### config.mk
export PLATFORM = sky130hd
export DESIGN_NAME = serial_subtractor
export DESIGN_NICKNAME = d
export VERILOG_FILES = /design/src/rtl/serial_subtractor.sv
export SDC_FILE = /design/constraint.sdc
export NUM_CORES = 1
export LEC_CHECK = 0
export BUFFER_PORTS_ARGS = -buffer_cell sky130_fd_sc_hd__buf_2
export CELL_PAD_IN_SITES_DETAIL_PLACEMENT = 1
export CELL_PAD_IN_SITES_GLOBAL_PLACEMENT = 2
export CORE_UTILIZATION = 29
export CTS_CLUSTER_DIAMETER = 100
export DETAILED_ROUTE_END_ITERATION = 7
export PLACE_DENSITY_LB_ADDON = 0.1
export SLEW_MARGIN = 20
export SYNTH_ARGS = -nofsm -noshare
export SYNTH_HDL_FRONTEND = slang
export SYNTH_SLANG_ARGS = --single-unit
### constraint.sdc
create_clock -name clk -period 1.2 [get_ports clk]
set_input_delay 0.12 -clock clk [delete_from_list [all_inputs] [get_ports clk]]
set_output_delay 0.12 -clock clk [all_outputs]
set_load 0.005 [all_outputs]
### src/rtl/serial_subtractor.sv
// Bit-serial subtractor: a - b - Bin computed LSB first through one full-subtractor
// cell and a borrow flip-flop, with a start/done handshake toward a controlling FSM.
module serial_subtractor #(
   parameter int width = 4
) (
   input  logic             clk,
   input  logic             rst_n,
   input  logic             start,
   input  logic [width-1:0] a,
   input  logic [width-1:0] b,
   input  logic             Bin,
   output logic             busy,
   output logic             done,
   output logic [width-1:0] diff,
   output logic             Bout,
   output logic             ovf
);

   localparam int cnt_w = $clog2(width);
   localparam logic [cnt_w-1:0] last_bit = cnt_w'(width - 1);

   typedef enum logic [1:0] {
      IDLE  = 2'd0,
      SHIFT = 2'd1,
      DONE  = 2'd2
   } state_t;

   state_t           state;
   logic [width-1:0] a_sh;
   logic [width-1:0] b_sh;
   logic [width-1:0] r_sh;
   logic [cnt_w-1:0] cnt;
   logic             br;

   logic             ai;
   logic             bi;
   logic             di;
   logic             br_next;
   logic [width-1:0] r_next;

   // Full-subtractor cell on the current LSBs and the stored borrow.
   always_comb begin
      ai      = a_sh[0];
      bi      = b_sh[0];
      di      = ai ^ bi ^ br;
      br_next = (~ai & bi) | (~(ai ^ bi) & br);
      r_next  = {di, r_sh[width-1:1]};
   end

   // NOTE: every register here is state updated on the clock edge, so all use
   // non-blocking assignments; blocking ones would let later statements see new values.
   always_ff @(posedge clk) begin
      if (!rst_n) begin
         state <= IDLE;
         a_sh  <= '0;
         b_sh  <= '0;
         r_sh  <= '0;
         cnt   <= '0;
         br    <= 1'b0;
         busy  <= 1'b0;
         done  <= 1'b0;
         diff  <= '0;
         Bout  <= 1'b0;
         ovf   <= 1'b0;
      end else begin
         case (state)
            IDLE: begin
               if (start) begin
                  a_sh  <= a;
                  b_sh  <= b;
                  br    <= Bin;
                  cnt   <= '0;
                  busy  <= 1'b1;
                  state <= SHIFT;
               end
            end
            SHIFT: begin
               a_sh <= a_sh >> 1;
               b_sh <= b_sh >> 1;
               r_sh <= r_next;
               br   <= br_next;
               cnt  <= cnt + 1'b1;
               // Outputs update only on the final bit, so partial results stay hidden.
               if (cnt == last_bit) begin
                  diff  <= r_next;
                  Bout  <= br_next;
                  ovf   <= br ^ br_next;
                  busy  <= 1'b0;
                  done  <= 1'b1;
                  state <= DONE;
               end
            end
            DONE: begin
               done  <= 1'b0;
               state <= IDLE;
            end
            default: begin
               busy  <= 1'b0;
               done  <= 1'b0;
               state <= IDLE;
            end
         endcase
      end
   end

endmodule

# --- Yosys cells after proc, flatten, opt, wreduce, memory -nomap -nowiden ---
# Index checks and enable logic that the tools add are counted.
word_totals:
  ff_bits: 25
  in_bits: 12
  elab_cells: 50
classes:
  add_sub_neg: 1
  eq_ne: 5
  muxes: 16
  bitwise_logic: 10
  reduce_logical: 7
op_table:
  columns: ["op", "count"]
  rows:
  - ["4-bit case mux with 2 select lines", 2]
  - ["4-bit two-way mux", 2]
  - ["2-bit case mux with 2 select lines", 2]
  - ["2-bit AND reduction", 4]
  - ["2-bit two-way mux", 3]
  - ["2-bit == test, second input constant", 2]
  - ["1-bit two-way mux", 4]
  - ["2-bit != test, second input constant", 2]
  - ["1-bit inverter", 4]
  - ["1-bit case mux with 2 select lines", 2]
  - ["1-bit case mux with 3 select lines", 1]
  - ["3-bit AND reduction", 1]
  - ["1-bit XOR", 3]
  - ["2-bit by 1-bit adder with 2-bit output, second input constant", 1]
  - ["1-bit bitwise AND", 2]
  - ["2-bit by 1-bit == test with 1-bit output, second input constant", 1]
  - ["2-bit zero test", 1]
  - ["2-bit nonzero test", 1]
  - ["1-bit bitwise OR", 1]

# --- Longest topological paths before layout ---
logic_depth:
  ltp_word: 5
  depth_mapped: 6
  ltp_nobuf: 5

# --- Worst setup path before layout ---
# Ideal clock, no wire load.
synth_path:
  path_type: "register to register"
  startpoint: "register cnt[0]"
  endpoint: "register done"
  setup_ps: 115
  arrival_time_ps: 1124
  slack_ps: -38
  path_stages_with_launch: 6
  path_buffers: 2
  cell_sequence: "dfxtp_1 -> ha_1 -> and3b_1 -> clkbuf_1 -> buf_2 -> o21a_1"
synth_via:
  elab_chain_cells: 3
synth_lines:
  columns: ["element", "line", "source"]
  rows:
  - ["start, declared", "32", "logic [cnt_w-1:0] cnt;"]
  - ["start signal, assigned", "82", "cnt <= cnt + 1'b1;"]
  - ["2-bit == test", "84", "if (cnt == last_bit) begin"]
  - ["2-bit != test (no line)", null, null]
  - ["2-bit AND reduction (no line)", null, null]
  - ["end signal, assigned", "89", "done <= 1'b1;"]
  - ["end signal, assigned", "94", "done <= 1'b0;"]
  - ["end signal, assigned", "99", "done <= 1'b0;"]
  - ["end, declared", "13", "output logic done,"]
# Every way passes these cells.
# A chain may end at the register's enable or synchronous reset.

# --- Worst setup path in the final report ---
layout_path:
  startpoint: "register cnt[0]"
  endpoint: "register ovf"
layout_via:
  elab_chain_cells: 2
layout_lines:
  columns: ["element", "line", "source"]
  rows:
  - ["2-bit == test", "84", null]
  - ["2-bit AND reduction (no line)", null, null]
  - ["end signal, assigned", "87", "ovf <= br ^ br_next;"]
  - ["end, declared", "16", "output logic ovf"]
# Every way passes these cells.

==> flow_metrics.env <==
export IMPL_place_inst=177
export IMPL_synthTopCellsByCount="24 x dfxtp_1, 17 x o21ai_0, 11 x mux2i_1"
export IMPL_rows=21
export IMPL_gp_congestion=0.643
export IMPL_critical_path_max_stage_delay_ps=390
export IMPL_clock_sinks=24
export IMPL_drt_first_pass_iters=2
export IMPL_detail_route_antenna_nets=0
export IMPL_synth_edff_count=0
export IMPL_syn_area_um2=1010
export IMPL_core_um2=3340
export IMPL_track_usage=0.135
export IMPL_instances_no_fill=183
export IMPL_finClkSkew_ps=12.1
export IMPL_drt_total_wl_mm=2.23
export IMPL_hold_path_cell_count=3
export IMPL_finalCritPeriodShare=1.01
export IMPL_worstHoldEndpoint="b_sh[3]"
export IMPL_slew_headroom=0.796
export IMPL_syn_area_per_cell_um2=9.40
export IMPL_r2r_start="cnt[0]"
export IMPL_setup_viol=1
export IMPL_seq_area_um2=490
export IMPL_rsz0062_at_grt="yes"
export IMPL_ir_worst_vdd_v=0.000365
export IMPL_arrival_ps=1420
export IMPL_finalNetCount=152
export IMPL_start_util=0.301
export IMPL_drt_wirelength_per_cell_um=12.2
export IMPL_ys_flop_type="dfxtp_1"
export IMPL_startpoint_type="flip-flop"
export IMPL_areaGrowthSynthToFinish_pct=29.6
export IMPL_worst_pin_slew_ps=304
export IMPL_multi_input_area_um2=497
export IMPL_worstPathMaxFanout=7
export IMPL_antenna_found_initial=0
export IMPL_yosysMostFrequentCell="dfxtp_1"
export IMPL_ios=20
export IMPL_netlist_area_leader_share=0.478
export IMPL_fillers=422
export IMPL_vias=850
export IMPL_rrSetupSlack_ps=-7
export IMPL_yosys_warnings=0
export IMPL_slew_viol_final=0
export IMPL_ys_types=23
export IMPL_period_needed_ps=1210
export IMPL_dpl_worst_slack_ps=-45.6
export IMPL_p_per_area_nw_per_um2=1150
export IMPL_dieArea_um2=3710
export IMPL_synth_top_area_cell="dfxtp_1"
export IMPL_rr_endpoint="ovf"
export IMPL_endpoint_kind="flip-flop"
export IMPL_clk_latency_ps=320
export IMPL_hold_class="in2reg"
export IMPL_async_flop_share=0
export IMPL_cts_buffers=3
export IMPL_grt_start_max_net_pins=23
export IMPL_cts_root_buf="clkbuf_4"
export IMPL_ys_top_cells_by_area="dfxtp_1 48%, mux2i_1 11%, o21ai_0 8.5%, o211ai_1 5.2%, nor2b_1 4.4%"
export IMPL_grt_pass1_vias=810
export IMPL_hold_violations=0
export IMPL_reg2reg_depth=5
export IMPL_n_antenna_cell=0
export IMPL_syn_nets=121
export IMPL_outcome="complete, but fails checks"
export IMPL_required_ps=1410
export IMPL_final_layout_size_suffix_gt1_frac=0.365
export IMPL_hold_start="b[3]"
export IMPL_dpl_hpwl_mm=1.59
export IMPL_grt_pass1_wl_mm=3.56
export IMPL_viasPerCell=4.64
export IMPL_overflow=0
export IMPL_cap_violations=0
export IMPL_ctsHoldBuffers=0
export IMPL_path_cells="ha_4, and3b_2, buf_6, mux2i_1, nor2b_1"
export IMPL_violations="negative setup slack"
export IMPL_die_x_um=60.9
export IMPL_leakage_nw=0.544
export IMPL_seq_area_frac_synth=0.478
export IMPL_syn_inst=107
export IMPL_power_total_w=0.00150
export IMPL_criticalPathCategory="reg2reg"
export IMPL_clock_tree_htree_level_count=1
export IMPL_synth_seq_cells=24
export IMPL_clkSlewWorstSetupHoldPaths_ps=140
export IMPL_slowest_stage="dfxtp_2"
export IMPL_portBuffers=19
export IMPL_clockBufferDepth=2
export IMPL_worst_slack_ps=-7.22
export IMPL_die_h_um=60.9
export IMPL_fmax_mhz=828
export IMPL_cts_tree="built"
export IMPL_drc=0
export IMPL_initialDrtViolationCount=23
layout by cell type, fill, tap and decap left out, drive strengths merged, types with 2 or more instances in the layout:
cell,n
a21oi,2
buf,34
clkbuf,4
dfxtp,24
inv,3
mux2i,11
nand2,9
nand3,7
nor2,2
nor2b,7
nor3b,2
o211ai,7
o21ai,17
state kept, by name, indices dropped and copies added (netlist names), 2 cells and up:
register,cells
a_sh,4
b_sh,4
diff,4
r_sh,3
cnt,2
state,2
critical path: cells and delay by family, from the launching register on:
kind	cells	cell delay [ps]
adders and majority gates	1	140
buffers and inverters	1	130
DFF	1	390
muxes	1	190
and+or+nand+nor	2	260
logic make-up after synthesis:
group                    synth area share
multiplexers                        0.109
AO/OA/AOI/OAI                       0.164
flip-flops                          0.478
XOR/XNOR                          0.00871
buffers and inverters              0.0448
AND/OR/NAND/NOR                     0.163
adder cells (fa/ha/maj)            0.0323
worst max-delay path by stage:
stage                       start    to  depth (start not counted)
final                      cnt[0]   ovf                          5
after global routing      b_sh[0]   ovf                          5
after CTS                  cnt[0]   ovf                          5
after detailed placement   cnt[0]   ovf                          5
after global placement     cnt[0]   ovf                          5
after floorplan            cnt[0]  done                          5
cell type report:
| type | count | share of cell area |
|---|---|---|
| Clock buffer | 4 | 0.0278 |
| Inverter | 3 | 0.00864 |
| Multi-Input combinational cell | 72 | 0.381 |
| Sequential cell | 24 | 0.376 |
| Timing Repair Buffer | 34 | 0.162 |
| Tap cell | 46 | 0.0441 |
metal layers:
| layer | GRT usage | routed length [µm] | vias up |
|---|---|---|---|
| li1 | - | - | 431 |
| met1 | 0.165 | 1060 | 403 |
| met2 | 0.231 | 1090 | 14 |
| met3 | 0.0256 | 66 | 2 |
| met4 | 0.0584 | 19 | 0 |
| met5 | 0 | 0 | - |
metrics by stage:
stage	util	instance area [µm²]	TNS [ps]	hold WS, ps
finish	0.391	1300	-7.22	13.5
global route	0.391	1300	-136	15.5
CTS	0.381	1270	-24.1	1.76
detailed placement	0.367	1220	-45.6	350
global placement	0.367	1220	0	335
floorplan	-	1020	-6.19	250
power breakdown:
group          internal [W]  switching (W)  leakage [nW]
sequential         0.000835      0.0000260         0.198
combinational      0.000109      0.0000945         0.324
clock              0.000185       0.000248        0.0210
total               0.00113       0.000369         0.544
timing repair:
| item | in CTS | in global routing |
|---|---|---|
| setup buffers | 0 | 1 |
| pin swaps | 1 | 2 |
| setup endpoints to repair | 6 | 14 |
| gates cloned | 0 | 1 |
| resized for setup | 5 | 10 |
No activity file was read; power rests on OpenSTA's default activity.
